[config.mk]
export PLATFORM = sky130hd
export DESIGN_NAME = rtype_issue_queue
export DESIGN_NICKNAME = d
export VERILOG_FILES = /design/src/rtl/rtype_issue_queue.sv
export SDC_FILE = /design/constraint.sdc
export NUM_CORES = 1
export LEC_CHECK = 0
export CORE_AREA = 2 2 156 158
export CTS_CLUSTER_SIZE = 14
export DETAILED_ROUTE_END_ITERATION = 16
export DIE_AREA = 0 0 158 160
export PLACE_DENSITY = 0.8
export SLEW_MARGIN = 15
export SYNTH_ARGS = -nofsm -noshare
export SYNTH_HDL_FRONTEND = slang
export SYNTH_SLANG_ARGS = --single-unit
[constraint.sdc]
create_clock -name clk -period 3.9 [get_ports clk]
set_input_delay 1.17 -clock clk [delete_from_list [all_inputs] [get_ports clk]]
set_output_delay 1.17 -clock clk [all_outputs]
set_load 0.01 [all_outputs]
[src/rtl/rtype_issue_queue.sv]
// rtype_issue_queue: FIFO of R-type words feeding the single-cycle core one instruction per clock,
// issuing the all-zero NOP whenever no real word is available.
module rtype_issue_queue #(
   parameter int DEPTH = 8,
   parameter int CNT_W = 16
) (
   input  logic                       clk,
   input  logic                       rst_n,
   input  logic [31:0]                in_instr,
   input  logic                       in_valid,
   output logic                       in_ready,
   input  logic                       start,
   input  logic                       drain,
   output logic [31:0]                instruction,
   output logic                       issue_valid,
   output logic                       busy,
   output logic                       done,
   output logic [$clog2(DEPTH):0]     level,
   output logic [CNT_W-1:0]           issued_cnt,
   output logic [CNT_W-1:0]           bubble_cnt,
   output logic [CNT_W-1:0]           reject_cnt
);
   localparam int AW = $clog2(DEPTH);
   localparam int LW = AW + 1;
   typedef enum logic [1:0] {IDLE, RUN, DRAIN} state_t;
   state_t state, state_nx;
   logic [31:0] mem [DEPTH];
   logic [AW-1:0] rd_ptr, wr_ptr;
   logic fire, store, reject, active, pop, bubble, finish;
   always_ff @(posedge clk or negedge rst_n)
      if (!rst_n) state <= IDLE;
      else state <= state_nx;
   always_comb
      state_nx = state == IDLE ? (start ? RUN : IDLE) :
                 state == RUN  ? (drain ? DRAIN : RUN) :
                 (level == '0 ? IDLE : DRAIN);
   always_comb begin
      in_ready = level < LW'(DEPTH) && state != DRAIN;
      fire     = in_valid && in_ready;
      store    = fire && in_instr[31:26] == 6'd0;
      reject   = fire && in_instr[31:26] != 6'd0;
      active   = state != IDLE;
      pop      = active && level != '0;
      bubble   = active && level == '0;
      finish   = state == DRAIN && level == '0;
      busy     = active;
   end
   // Storage is not reset: contents are meaningless until written, and the level gates every read.
   always_ff @(posedge clk)
      if (store) mem[wr_ptr] <= in_instr;
   always_ff @(posedge clk or negedge rst_n)
      if (!rst_n) begin
         rd_ptr      <= '0;
         wr_ptr      <= '0;
         level       <= '0;
         instruction <= '0;
         issue_valid <= 1'b0;
         done        <= 1'b0;
         issued_cnt  <= '0;
         bubble_cnt  <= '0;
         reject_cnt  <= '0;
      end else begin
         rd_ptr      <= rd_ptr + AW'(pop);
         wr_ptr      <= wr_ptr + AW'(store);
         level       <= level + LW'(store) - LW'(pop);
         instruction <= pop ? mem[rd_ptr] : 32'h0000_0000;
         issue_valid <= pop;
         done        <= finish;
         issued_cnt  <= issued_cnt + CNT_W'(pop && !(&issued_cnt));
         bubble_cnt  <= bubble_cnt + CNT_W'(bubble && !(&bubble_cnt));
         reject_cnt  <= reject_cnt + CNT_W'(reject && !(&reject_cnt));
      end
endmodule
# Word level (Yosys, flattened, before mapping)
# Memory sizes are Yosys's and may differ from the RTL's.
# Index checks and enable logic that the tools add are counted.
# W data, S select, Z words.
[totals] reg_bits=94 ram_bits=256 output_inout_bits=88 elab_cells=52 n_memories=1
[mem_list] name="mem" depth=8 word_bits=32 read_ports=1 rd_clocked_by_memory_dff=0 write_ports=1 line="27" source="logic [31:0] mem [DEPTH];"
[classes] n_addsub=7 magnitude_cmp=1 eq_ne=3 muxes=8 reduce_logical=22
[ops] cell="$add A16 B1 Y16" count=3
[ops] cell="$reduce_and A16 Y1" count=3
[ops] cell="$mux W32" count=1
[ops] cell="$logic_and A1 B1 Y1" count=10
[ops] cell="$mux W2" count=4
[ops] cell="$add A3 B1 Y3" count=2
[ops] cell="$logic_not A6 Y1" count=1
[ops] cell="$reduce_bool A6 Y1" count=1
[ops] cell="$add A4 B1 Y4" count=1
[ops] cell="$logic_not A4 Y1" count=1
[ops] cell="$lt A4 B4 Y1 const B" count=1
[ops] cell="$reduce_bool A4 Y1" count=1
[ops] cell="$sub A4 B1 Y4" count=1
[ops] cell="$logic_not A1 Y1" count=3
[ops] cell="$mux W1" count=3
[ops] cell="$eq A2 B1 Y1 const B" count=1
[ops] cell="$eq A2 B2 Y1 const B" count=1
[ops] cell="$logic_not A2 Y1" count=1
[ops] cell="$ne A2 B2 Y1 const B" count=1
[ops] cell="$reduce_bool A2 Y1" count=1

# Longest topological paths before layout
[logic_depth] ltp_word=6 ltp_mapped=11 mapped_depth_nobuf=11

# Worst setup path after synthesis
# No wires, ideal clock.
[synth_path] path_kind="input to register" start="in in_instr[29]" end="mem mem[4][0] (enable)" arrival_ns=3.464 required_ns=3.479 path_slack_ns=0.015 path_stages=4 n_path_buf=0 cell_sequence="or4_4 nor3_4 nand4b_2 nor2_1"
[synth_between] elab_chain_len=4
[synth_rtl] element="start, declared" line="9" source="input logic [31:0] in_instr,"
[synth_rtl] element="$logic_not A6 Y1" line="40" source="store = fire && in_instr[31:26] == 6'd0;"
[synth_rtl] element="$logic_and A1 B1 Y1" line="40"
[synth_rtl] element="$mux W1" line="50" source="if (store) mem[wr_ptr] <= in_instr;"
[synth_rtl] element="$mux W1 (implied by the code)" line="50"
[synth_rtl] element="end, declared" line="27"
# Every way passes these cells.

# Worst setup path in the final report
[layout_path] start="reg state[0]" end="out in_ready"
[layout_between] elab_chain_len=2
[layout_rtl] element="start, declared" line="26" source="state_t state, state_nx;"
[layout_rtl] element="start signal, assigned" line="32" source="else state <= state_nx;"
[layout_rtl] element="$ne A2 B2 Y1" line="38" source="in_ready = level < LW'(DEPTH) && state != DRAIN;"
[layout_rtl] element="$logic_and A1 B1 Y1" line="38"
[layout_rtl] element="end, declared" line="11" source="output logic in_ready,"
# Every way passes these cells.

==> reports/metrics.yaml <==
run_status:
  status: "complete, no violations"
power_and_ir_drop:
  power_density_of_the_placed_cells_nw_per_um2: 651
  pwr-share-comb: 0.242
  p_seq_frac: 0.442
  switching_power_w: 0.00288
  static_leak_nw: 5.86
  p_int_w: 0.00777
  power_frac_clock: 0.316
  swShare: 0.270
  worst_ir_drop_vdd_mv: 0.483
critical_path:
  startpoint_kind_of_the_worst_setup_timing_path: "register"
  cp_data_arrival_time_ns: 2.27
  critical_path.endpoint_type: "output port"
  path_class: "reg2out"
  worst-path-max-fanout: 5
  crit_required_ns: 2.73
drt:
  dr.pass1.iters: 5
  top_layer: "met4"
  drt-initial-drc-count: 586
  detail_route.vias_per_cell: 5.84
  route.detailed.wl_per_inst_microns: 22.9
  drt_drc_violations_left: 0
  route.layer.met1.wl_microns: 11000
  met3_wirelength_microns: 1820
  met2RoutedLength_microns: 13600
  wl_microns: 26900
  total_number_of_vias: 6862
  ant_nets_after_route: 0
final_layout:
  layout.nets: 879
  layoutNonFillerInstCount: 1175
  drive_above_1_share: 0.192
  syn_to_final_growth_pct: 23.2
placement:
  place.detailed.instances: 1111
  buffer_ports.inserted: 124
  hpwl_microns: 15800
  routabilityCongestion: 0.815
timing:
  final-max-slew-violation-count: 0
  post-route-min-period_ns: 3.44
  fin_crit_sh: 0.881
  fmax_mhz: 291
  clock_skew_ns: 0.0164
  report.final.setup_viol: 0
  fin_tns_setup_ns: 0
  final-hold-violation-count: 0
  relSlewSlack: 0.271
  tightest_slew_ns: 1.09
  grt_setup_unrepaired: "false"
floorplan:
  floorplan.initialDensity: 0.557
  core_region_area_sq_um: 23800
  floorplan.rows: 57
  io-pin-count: 125
  design.die.area_sq_um: 25300
  dieWidth_microns: 158
  die-height_microns: 160
synth:
  synth_top_flop_cell: "edfxtp_1"
  ys_top_cells_by_count: "edfxtp_1, dfrtp_1, mux4_2"
  synth.top_cell.area_share: 0.580
  synth.cell_area_sq_um: 13300
  synth_seq_cells: 350
  synth_area_leader_cell: "edfxtp_1"
  async_set_or_reset_register_ratio_after_synthesis: 0.269
  synth_most_common_cell: "edfxtp_1"
  ys.warnings.count: 0
  synth.top_cells.by_area: "edfxtp_1, dfrtp_1, mux4_2, a22o_1, xnor2_1"
  synth.lib_cells_used.distinct: 42
  synth-edff-count: 256
  syn_nets: 713
  avgSynthCellArea_sq_um: 20.2
  seq_area_frac_synth: 0.757
  synthesis.instances: 658
clock_network:
  insertion_delay_ns: 0.52
  cts_made_buffers: 35
  cts_hold_buffers: 0
  cts_resized: 0
  number_of_buffers_between_clock_root_and_the_deepest_sink: 3
  tritoncts: "built"
  post_cts_setup_driven_buffer_insertion_count: 0
  tritoncts_sink_count: 350
  clock_tree.root_cell: "clkbuf_16"
  cts-htree-levels: 2
  cts.reportedPaths.clkPinSlew_ns: 0.06
grt:
  grtUsageTotal: 0.216
  grt_pass1_vias: 7238
  grt_pass1_wl_microns: 41000
  grt_start_max_net_pins: 50
  antenna_found_initial: 1
  grt_remaining_overflow: 0
run:
  cap_viol_max_count: 0
min_path:
  worst_hold_path_type: "reg2reg"
-- critical path, cell delays in order (launching register included) --
cell             delay [ns]
dfrtp_1                0.34
inv_1                  0.08
a21oi_1                0.66
clkdlybuf4s50_1        0.70
-- metrics by stage --
stage	cell area, sq um	hold WS (ns)	util	power, W	setup slack (ns)
2_1_floorplan	13300	0.462	-	0.00636	0.0152
3_3_place_gp	15200	0.474	0.637	0.00729	0.200
3_5_place_dp	15200	0.487	0.637	0.00736	0.132
4_1_cts	16300	0.494	0.686	0.0108	0.444
5_1_grt	16300	0.517	0.686	0.0111	0.377
6_report	16300	0.500	0.686	0.0106	0.463
-- cells in the final DEF (no fill, tap or decap), types with 5 or more instances in the layout --
cell               n
nand2_1           19
buf_4             15
xnor2_1           25
clkbuf_1          10
buf_12            13
nor2_1            13
dfrtp_1           92
inv_1             15
a22o_1            32
edfxtp_1         256
ha_1              17
nand3_1           18
nand4_1           11
clkdlybuf4s50_1  123
xor2_1            21
mux4_2            64
clkinv_1           5
clkbuf_16         36
nor3_1             9
nor2_4             7
-- power groups by stage --
stage	Combinational [W]	Clock [W]	Sequential, W
after floorplan	0.00170	0	0.00466
after global placement	0.00252	0	0.00477
after detailed placement	0.00257	0	0.00479
after CTS	0.00261	0.00342	0.00472
after global routing	0.00277	0.00357	0.00477
final	0.00257	0.00336	0.00471
-- per-layer routing --
| metal | vias up | global-route usage |
|---|---|---|
| met5 | - | 0 |
| met1 | 3580 | 0.300 |
| met4 | 0 | 0.0577 |
| met2 | 294 | 0.358 |
| met3 | 46 | 0.0410 |
| li1 | 2942 | - |
-- final cells by class --
cell class | instances | area (sq um)
flip-flops and latches | 350 | 10000
fillers | 1503 | 7480
multi-input cells | 271 | 3070
repair buffers | 151 | 1600
clock buffers | 49 | 980
well taps | 324 | 405
clock inverters | 14 | 179
inverters | 15 | 56.3
diodes | 1 | 2.50
-- path summary, 6_finish.rpt --
check,from,cells after the start,end,slack [ns]
max,state[0],3,in_ready,0.46
min,issued_cnt[12],1,issued_cnt[12],0.50
max reg2reg,state[0],10,reject_cnt[14],1.31
min reg2reg,issued_cnt[12],1,issued_cnt[12],0.50
max in group asynchronous,rst_n,2,instruction[13],2.52
min in group asynchronous,rst_n,1,bubble_cnt[4],0.69
-- flip-flops by register name (all words and copies together), names as in the netlist --
register,count
issue_valid,1
state,2
mem,256
issued_cnt,16
instruction,32
bubble_cnt,16
level,4
rd_ptr,3
reject_cnt,16
done,1
wr_ptr,3
-- logic make-up after synthesis --
group	after synthesis	synth area share
muxes	65	0.109
buffers and inverters	37	0.0167
xor gates and xnor gates	46	0.0304
AOI/OAI and AO/OA	37	0.0234
and+or+nand+nor	105	0.0457
DFF	350	0.757
adders and majority gates	18	0.0175
Power figures use the tool's default switching activity.
